`src/rtl/if_fetch_queue_pkg.sv`:
```
// Shared constants and types for the instruction-fetch prefetch queue.
package if_fetch_queue_pkg;

  localparam int          INST_W        = 32;
  localparam logic [31:0] BUBBLE        = 32'h0000_0013;
  localparam logic [31:0] PC_INC        = 32'd4;
  localparam logic [31:0] PC_ALIGN_MASK = 32'hFFFF_FFFC;

  typedef struct packed {
    logic [31:0]       pc;
    logic [INST_W-1:0] inst;
  } fetch_entry_t;

  function automatic logic [31:0] align_pc(input logic [31:0] addr);
    return addr & PC_ALIGN_MASK;
  endfunction

endpackage

```
`src/rtl/if_fetch_queue_fetch_fifo.sv`:
```
// Pointer-based circular buffer of {pc, inst} fetch entries with a flush input.
module fetch_fifo
  import if_fetch_queue_pkg::*;
#(
  parameter int DEPTH = 4
) (
  input  logic                     clk,
  input  logic                     reset,
  input  logic                     flush,
  input  logic                     push,
  input  logic [31:0]              push_pc,
  input  logic [INST_W-1:0]        push_inst,
  input  logic                     pop,
  output logic [31:0]              head_pc,
  output logic [INST_W-1:0]        head_inst,
  output logic [$clog2(DEPTH):0]   count
);

  localparam int PW = $clog2(DEPTH);

  fetch_entry_t mem [DEPTH];
  logic [PW:0]  wr_ptr;
  logic [PW:0]  rd_ptr;

  // NOTE: storage is deliberately not reset; the pointers alone decide which entries are live.
  always_ff @(posedge clk) begin
    if (push) begin
      mem[wr_ptr[PW-1:0]] <= '{pc: push_pc, inst: push_inst};
    end
  end

  // NOTE: non-blocking assignments so every register samples the pre-edge values.
  always_ff @(posedge clk) begin
    if (reset || flush) begin
      wr_ptr <= '0;
      rd_ptr <= '0;
    end else begin
      if (push) wr_ptr <= wr_ptr + (PW+1)'(1);
      if (pop)  rd_ptr <= rd_ptr + (PW+1)'(1);
    end
  end

  // The extra pointer bit makes the difference a full 0..DEPTH occupancy.
  assign count     = wr_ptr - rd_ptr;
  assign head_pc   = mem[rd_ptr[PW-1:0]].pc;
  assign head_inst = mem[rd_ptr[PW-1:0]].inst;

  a_no_overflow: assert property (@(posedge clk) disable iff (reset)
    !(push && count == (PW+1)'(DEPTH)));

endmodule

```
`src/rtl/if_fetch_queue.sv`:
```
// Instruction fetch unit: credit-based issue, redirect/kill control and a prefetch queue.
// Optional macro IF_FETCH_BYPASS_EN presents a response directly when the queue is empty.
module if_fetch_queue
  import if_fetch_queue_pkg::*;
#(
  parameter int          QUEUE_DEPTH = 4,
  parameter logic [31:0] RESET_PC    = 32'h0000_0000
) (
  input  logic        clk,
  input  logic        reset,
  input  logic        redirect_valid,
  input  logic [31:0] redirect_target,
  output logic        imem_req,
  output logic [31:0] imem_addr,
  input  logic        imem_rvalid,
  input  logic [31:0] imem_rdata,
  input  logic        id_ready,
  output logic        out_valid,
  output logic [31:0] out_pc,
  output logic [31:0] out_inst
);

  localparam int CW = $clog2(QUEUE_DEPTH) + 1;

  logic [31:0]   pc_q;
  logic [31:0]   req_pc_q;
  logic          inflight_q;
  logic          kill_q;
  logic [CW-1:0] fifo_count;
  logic [31:0]   head_pc;
  logic [31:0]   head_inst;
  logic          fifo_empty;
  logic          issue;
  logic          accept;
  logic          bypass;
  logic          push;
  logic          pop;

  assign fifo_empty = (fifo_count == '0);

  // Credit: queued entries plus the one outstanding request must leave room for its response.
  assign issue = !reset && !redirect_valid &&
                 (({1'b0, fifo_count} + {{CW{1'b0}}, inflight_q}) < (CW+1)'(QUEUE_DEPTH));

  // A response is only ours if a live, unkilled request is waiting for it.
  assign accept = !reset && !redirect_valid && imem_rvalid && inflight_q && !kill_q;

`ifdef IF_FETCH_BYPASS_EN
  assign bypass = accept && fifo_empty;
`else
  assign bypass = 1'b0;
`endif

  assign push = accept && !(bypass && id_ready);
  assign pop  = !reset && !redirect_valid && !fifo_empty && id_ready;

  assign imem_req  = issue;
  assign imem_addr = pc_q;

  always_ff @(posedge clk) begin
    if (reset) begin
      pc_q       <= RESET_PC;
      req_pc_q   <= '0;
      inflight_q <= 1'b0;
      kill_q     <= 1'b0;
    end else if (redirect_valid) begin
      pc_q       <= align_pc(redirect_target);
      // Any response still due after this cycle belongs to the old path.
      inflight_q <= inflight_q && !imem_rvalid;
      kill_q     <= inflight_q && !imem_rvalid;
    end else begin
      if (issue) begin
        pc_q     <= pc_q + PC_INC;
        req_pc_q <= pc_q;
      end
      inflight_q <= issue || (inflight_q && !imem_rvalid);
      if (imem_rvalid && inflight_q) kill_q <= 1'b0;
    end
  end

  fetch_fifo #(.DEPTH(QUEUE_DEPTH)) u_fifo (
    .clk       (clk),
    .reset     (reset),
    .flush     (redirect_valid),
    .push      (push),
    .push_pc   (req_pc_q),
    .push_inst (imem_rdata),
    .pop       (pop),
    .head_pc   (head_pc),
    .head_inst (head_inst),
    .count     (fifo_count)
  );

  // NOTE: every output gets a default before any branch, so no path can infer a latch.
  always_comb begin
    out_valid = 1'b0;
    out_pc    = '0;
    out_inst  = BUBBLE;
    if (!reset) begin
      if (!fifo_empty) begin
        out_valid = 1'b1;
        out_pc    = head_pc;
        out_inst  = head_inst;
      end else if (bypass) begin
        out_valid = 1'b1;
        out_pc    = req_pc_q;
        out_inst  = imem_rdata;
      end
    end
  end

endmodule
```
`config.mk`:
```
export PLATFORM = sky130hd
export DESIGN_NAME = if_fetch_queue
export DESIGN_NICKNAME = d
export VERILOG_FILES = /design/src/rtl/if_fetch_queue_pkg.sv /design/src/rtl/if_fetch_queue_fetch_fifo.sv /design/src/rtl/if_fetch_queue.sv
export SDC_FILE = /design/constraint.sdc
export NUM_CORES = 1
export LEC_CHECK = 0
export CAP_MARGIN = 20
export CORE_MARGIN = 2
export CORE_UTILIZATION = 40
export CTS_BUF_LIST = sky130_fd_sc_hd__clkbuf_16
export DETAILED_ROUTE_END_ITERATION = 10
export PLACE_DENSITY = 0.7
export SETUP_SLACK_MARGIN = 0.3
export SLEW_MARGIN = 20
export SYNTH_ARGS = -nofsm -noshare
export SYNTH_HDL_FRONTEND = slang
export SYNTH_HIERARCHICAL = 1
export SYNTH_SLANG_ARGS = --single-unit
```
`constraint.sdc`:
```
create_clock -name clk -period 4.1 [get_ports clk]
set_input_delay 1.025 -clock clk [delete_from_list [all_inputs] [get_ports clk]]
set_output_delay 1.025 -clock clk [all_outputs]
set_load 0.01 [all_outputs]
```
==> flow_metrics.tcl, run 1 <==
set metrics [dict create \
    die_h_um 185 \
    cts_buffers 35 \
    synth_seq_area_share_pct 69.5 \
    grt-ovfl-total 0 \
    final_cell_mix "edfxtp_1, clkdlybuf4s50_1, nand2_1" \
    status "completed" \
    drt_wl_total_um 29900 \
    cts_tree "built" \
    pwr-share-clk_pct 45.2 \
    dr.pass1.iters 5 \
    async_flop_share_pct 0 \
    seqCellArea_mm2 0.00910 \
    finalHoldViolCount 0 \
    pwr-share-comb_pct 3.5 \
    crit_type "flop to output pin" \
    critical_path_arrival_ns 2.75 \
    fin_util_pct 51.1 \
    design_area_mm2 0.0165 \
    reg2reg_to "imem_addr[17]" \
    clockBufferDepth 3 \
    cts.clk_slew.worst_paths_ns 0.06 \
    grt_pass1_wl_um 44400 \
    swShare_pct 20.0 \
    reg2reg_slack_ns 1.11 \
    antenna_found_initial 1 \
    netlist_area_mm2 0.0131 \
    finalNonFillerCells 1483 \
    fmax_ghz 0.265 \
    clk-insertion-delay-late_ns 0.51 \
    fillCellCount 2734 \
    via_per_inst 5.20 \
    cp-startpoint "u_fifo/wr_ptr[0]" \
    rsz0062_at_grt "true" \
    port_buffers 162 \
    cts_root_buf "clkbuf_16" \
    synth_cells 818 \
    hold_depth 2 \
    area_growth_syn_to_layout_pct 26.4 \
    vias 7711 \
    worstPathMaxFanout 5 \
    ys_dominant_reg_cell "edfxtp_1" \
    first_iter_violations 538 \
    r2r_start "u_fifo/wr_ptr[0]" \
    switchingPower_uw 1410 \
    setup_viol 0 \
    synth-seq-cells 326 \
    avgSynthCellArea_um2 16.0 \
    grt_max_degree 58 \
    grt_usage_pct 17.2 \
    min_period_over_period_pct 92.0 \
    cell_internal_pwr_uw 5650 \
    start_kind "flop" \
    clock_sinks 326 \
    relSlewSlack_pct 47.8 \
    p_leak_uw 0.00556 \
    core_mm2 0.0324 \
    power_frac_seq_pct 51.3 \
    synth_edf_count 256 \
    dieArea_mm2 0.0342 \
    dieWidth_um 185 \
    rows 66 \
    final_layout_size_suffix_gt1_share_pct 24.7 \
    wire_per_inst_um 20.1 \
    slew_violations 0 \
    worst_pin_slew_ns 0.780 \
    cellPowerDensity_mw_per_mm2 427 \
    start_util_pct 40.4 \
    gp_congestion 0.802 \
    dp.cells 1407 \
    hpwlAfterDp_um 17800 \
    cp-end-kind "output pin" \
    grt_pass1_vias 7664 \
    maxCapViolCount 0 \
    fin_crit_ns 3.77 \
    remaining_drc_errors 0 \
    reg2reg_depth 12 \
    htree_levels 2 \
    ys_warn_count 6 \
    holdCritPathClass "flop to flop" \
    dpl_cell_area_mm2 0.0153 \
    ys_types 65 \
    num_antenna_cells 0 \
    required_ns 3.07 \
    nets 1091 \
    setup_tns_ns 0 \
    holdBufCountCts 0 \
    ios 167 \
    ir_drop_v 0.000255 \
    multiInputGateArea_mm2 0.00379 \
    skew_ns 0.0179 \
    layout_commonest_cell "edfxtp_1" \
    postRouteAntennaNets 0 \
    worst_setup_path_endpoint "out_inst[25]" \
]
## metrics by stage
step,hold WS [ns],setup slack (ns),total power [µW]
after CTS,0.501,0.202,7130
after global placement,0.473,0.312,3940
after global routing,0.512,0.232,7280
after detailed placement,0.493,0.229,3940
final,0.500,0.330,7060
after floorplan,0.460,0.749,3780
## kinds of logic after synthesis
group / count (synthesis) / synth area share (%)
flops: 326 / 69.5
mux: 69 / 11.5
fa+ha+maj: 8 / 0.822
xor+xnor: 15 / 1.00
simple gates: 245 / 10.0
compound gates: 94 / 4.43
other cells: 1 / 0.0287
buf+inv: 60 / 2.73
## power by group through the flow
| stage | logic [µW] | registers, µW | clock network, µW |
|---|---|---|---|
| 2_1_floorplan | 90.6 | 3690 | 0 |
| 3_5_place_dp | 245 | 3700 | 0 |
| 6_report | 247 | 3630 | 3190 |
| 3_3_place_gp | 241 | 3690 | 0 |
| 5_1_grt | 267 | 3630 | 3380 |
| 4_1_cts | 248 | 3630 | 3260 |
## layout make-up
| cell class | instances | area share, % |
|---|---|---|
| clock buffers | 35 | 5.29 |
| repair buffers | 199 | 11.4 |
| well taps | 442 | 3.34 |
| multi-input cells | 441 | 22.9 |
| flip-flops and latches | 326 | 55.0 |
| inverters | 11 | 0.265 |
| clock inverters | 29 | 1.81 |
## registers in the layout (all words and copies together) (netlist names), named ones only
| name | flops |
|---|---|
| kill_q | 1 |
| imem_addr | 30 |
| u_fifo/wr_ptr | 3 |
| u_fifo/rd_ptr | 3 |
| inflight_q | 1 |
| u_fifo/mem | 256 |
| req_pc_q | 30 |
## worst min path at each step
stage,start,to,slack (ns)
floorplan,req_pc_q[2],u_fifo/mem[0][34],0.46
global placement,req_pc_q[16],u_fifo/mem[3][48],0.47
detailed placement,req_pc_q[15],req_pc_q[15],0.49
CTS,req_pc_q[15],req_pc_q[15],0.50
global route,req_pc_q[28],req_pc_q[28],0.51
finish,req_pc_q[15],req_pc_q[15],0.50
## metal layers
metal,wire length [µm],GRT usage [%]
met1,13300,24.0
met2,14300,28.1
met3,1740,3.52
met4,478,3.94
met5,0,0
## synth_stat cells, types with 7 or more instances
library cell | count | area share, %
mux4_2 | 60 | 10
o21ai_0 | 7 | 0.27
nor3_1 | 15 | 0.57
edfxtp_1 | 256 | 59
or3_1 | 8 | 0.38
and2_1 | 71 | 3.4
a31oi_1 | 9 | 0.43
xnor2_1 | 14 | 0.94
dfxtp_1 | 70 | 11
ha_1 | 7 | 0.67
clkbuf_1 | 25 | 0.72
inv_1 | 9 | 0.26
nand2_1 | 87 | 2.5
a21oi_1 | 45 | 1.7
buf_2 | 14 | 0.54
nor2_1 | 15 | 0.43
nand3_1 | 9 | 0.34
## worst max-delay path, cell delays in order (launching register included)
cell and delay, ns:
dfxtp_2 0.35, inv_4 0.04, ha_4 0.15, fa_2 0.35, xnor2_2 0.16, xnor2_2 0.17, nor3_4 0.24, nor2_4 0.06
buf_6 0.13, buf_12 0.14, clkbuf_16 0.16, and2_1 0.14, buf_2 0.13
## repair_timing
item	in CTS	in global routing
setup buffers	5	2
gates cloned	3	2
pin swaps	5	22
endpoints found under the setup margin	66	64
resized for setup	172	99
Power figures use the tool's default switching activity.
==> inputs of run 2 (changes only) <==
- GPL_TIMING_DRIVEN: default -> 0
==> flow_metrics.tcl, run 2 (synthesis results as in run 1) <==
set metrics [dict create \
    status "completed" \
    via_per_inst 5.19 \
    setup_tns_ns 0 \
    area_growth_syn_to_layout_pct 28.6 \
    die_h_um 185 \
    holdCritPathClass "flop to flop" \
    core_mm2 0.0324 \
    setup_viol 0 \
    reg2reg_slack_ns 1.24 \
    remaining_drc_errors 0 \
    vias 7890 \
    cts_root_buf "clkbuf_16" \
    cts_tree "built" \
    holdBufCountCts 0 \
    rsz0062_at_grt "true" \
    grt_max_degree 40 \
    rows 66 \
    hp-start "req_pc_q[30]" \
    layout_commonest_cell "edfxtp_1" \
    fmax_ghz 0.262 \
    clk-insertion-delay-late_ns 0.51 \
    final_cell_mix "edfxtp_1, clkdlybuf4s50_1, nand2_1" \
    first_iter_violations 648 \
    critical_path_arrival_ns 2.80 \
    relSlewSlack_pct 54.8 \
    slew_violations 0 \
    min_period_over_period_pct 93.2 \
    hold_path_end "req_pc_q[30]" \
    dieArea_mm2 0.0342 \
    p_leak_uw 0.00573 \
    wire_per_inst_um 20.4 \
    cts.clk_slew.worst_paths_ns 0.06 \
    gp_congestion 0.887 \
    dieWidth_um 185 \
    start_kind "flop" \
    num_antenna_cells 0 \
    cts_buffers 36 \
    drt_wl_total_um 31100 \
    reg2reg_depth 12 \
    ios 167 \
    grt_usage_pct 17.6 \
    r2r_start "u_fifo/wr_ptr[0]" \
    clock_sinks 326 \
    grt-ovfl-total 0 \
    hpwlAfterDp_um 19700 \
    port_buffers 162 \
    fin_util_pct 52.0 \
    postRouteAntennaNets 0 \
    dr.pass1.iters 5 \
    final_layout_size_suffix_gt1_share_pct 27.2 \
    fin_crit_ns 3.82 \
    start_util_pct 40.4 \
    ir_drop_v 0.000325 \
    grt_pass1_vias 7860 \
    htree_levels 2 \
    cellPowerDensity_mw_per_mm2 417 \
    nets 1128 \
    clockBufferDepth 3 \
    worstPathMaxFanout 5 \
    finalHoldViolCount 0 \
    hold_depth 2 \
    largest_register_ffs 256 \
    cp-end-kind "output pin" \
    reg2reg_to "imem_addr[27]" \
    crit_type "flop to output pin" \
    required_ns 3.07 \
    antenna_found_initial 0 \
    skew_ns 0.0172 \
    maxCapViolCount 0 \
    grt_pass1_wl_um 45300 \
    worst_pin_slew_ns 0.676 \
]
[run 2: changes by cell type in the layout (fill, tap and decap cells not counted), moves of 6 or more]
cell and change:
clkbuf_2 -14, buf_8 +6, buf_4 -12, buf_6 +11, and2_1 -13, buf_2 +26, and2_4 +13, clkbuf_1 +16
[run 2: stage by stage]
step	instance area [µm²]	instances	hold slack, ns	total power (µW)	setup WS (ns)
floorplan	13100	827	0.460	3780	0.749
global placement	15300	1431	0.476	3950	-0.904
detailed placement	15400	1435	0.496	3950	-0.849
CTS	16600	1513	0.505	7080	0.193
global route	16800	1521	0.528	7250	0.166
finish	16800	1521	0.499	7020	0.278
[run 2: final cells by class]
type	instances	area [µm²]
Sequential cell	326	9090
Clock inverter	28	216
Fill cell	2708	15500
Timing Repair Buffer	182	1690
Inverter	11	41.3
Buffer	49	428
Clock buffer	38	951
Multi-Input combinational cell	445	3850
Tap cell	442	553
[run 2: worst max path at each step]
stage	slack, ns	endpoint	cells after the start	startpoint
after CTS	0.19	out_pc[19]	11	u_fifo/wr_ptr[0]
after floorplan	0.75	u_fifo/mem[3][0]	7	reset
after detailed placement	-0.85	out_pc[19]	6	reset
final	0.28	out_pc[1]	12	u_fifo/wr_ptr[0]
after global placement	-0.90	out_pc[16]	6	reset
after global routing	0.17	out_inst[28]	12	u_fifo/wr_ptr[0]
[run 2: what timing repair did]
action	in CTS	in global routing
setup endpoints to repair	66	209
pin swaps	5	31
resized for setup	260	98
gates cloned	1	6
setup buffers	11	2
[run 2: where the power goes]
group	switching (µW)	internal [µW]
logic	127	137
clock network	1260	1870
registers	49.5	3580
total	1430	5590
[run 2: critical path, stage by stage (launching register included)]
cell and delay, ns:
dfxtp_2 0.33, inv_2 0.05, ha_4 0.15, fa_2 0.39, xnor2_2 0.16, xnor2_2 0.16
nor3_4 0.30, nor2_4 0.06, buf_6 0.14, buf_6 0.13, clkbuf_16 0.15, and2_4 0.13
buf_6 0.11
[run 2: metal layers]
layer / vias up / share of wire, % / track usage [%]
li1: 3606 / - / -
met1: 3960 / 43 / 23.4
met2: 285 / 48 / 29.6
met3: 39 / 6.2 / 3.74
met4: 0 / 1.9 / 4.73
met5: - / 0 / 0
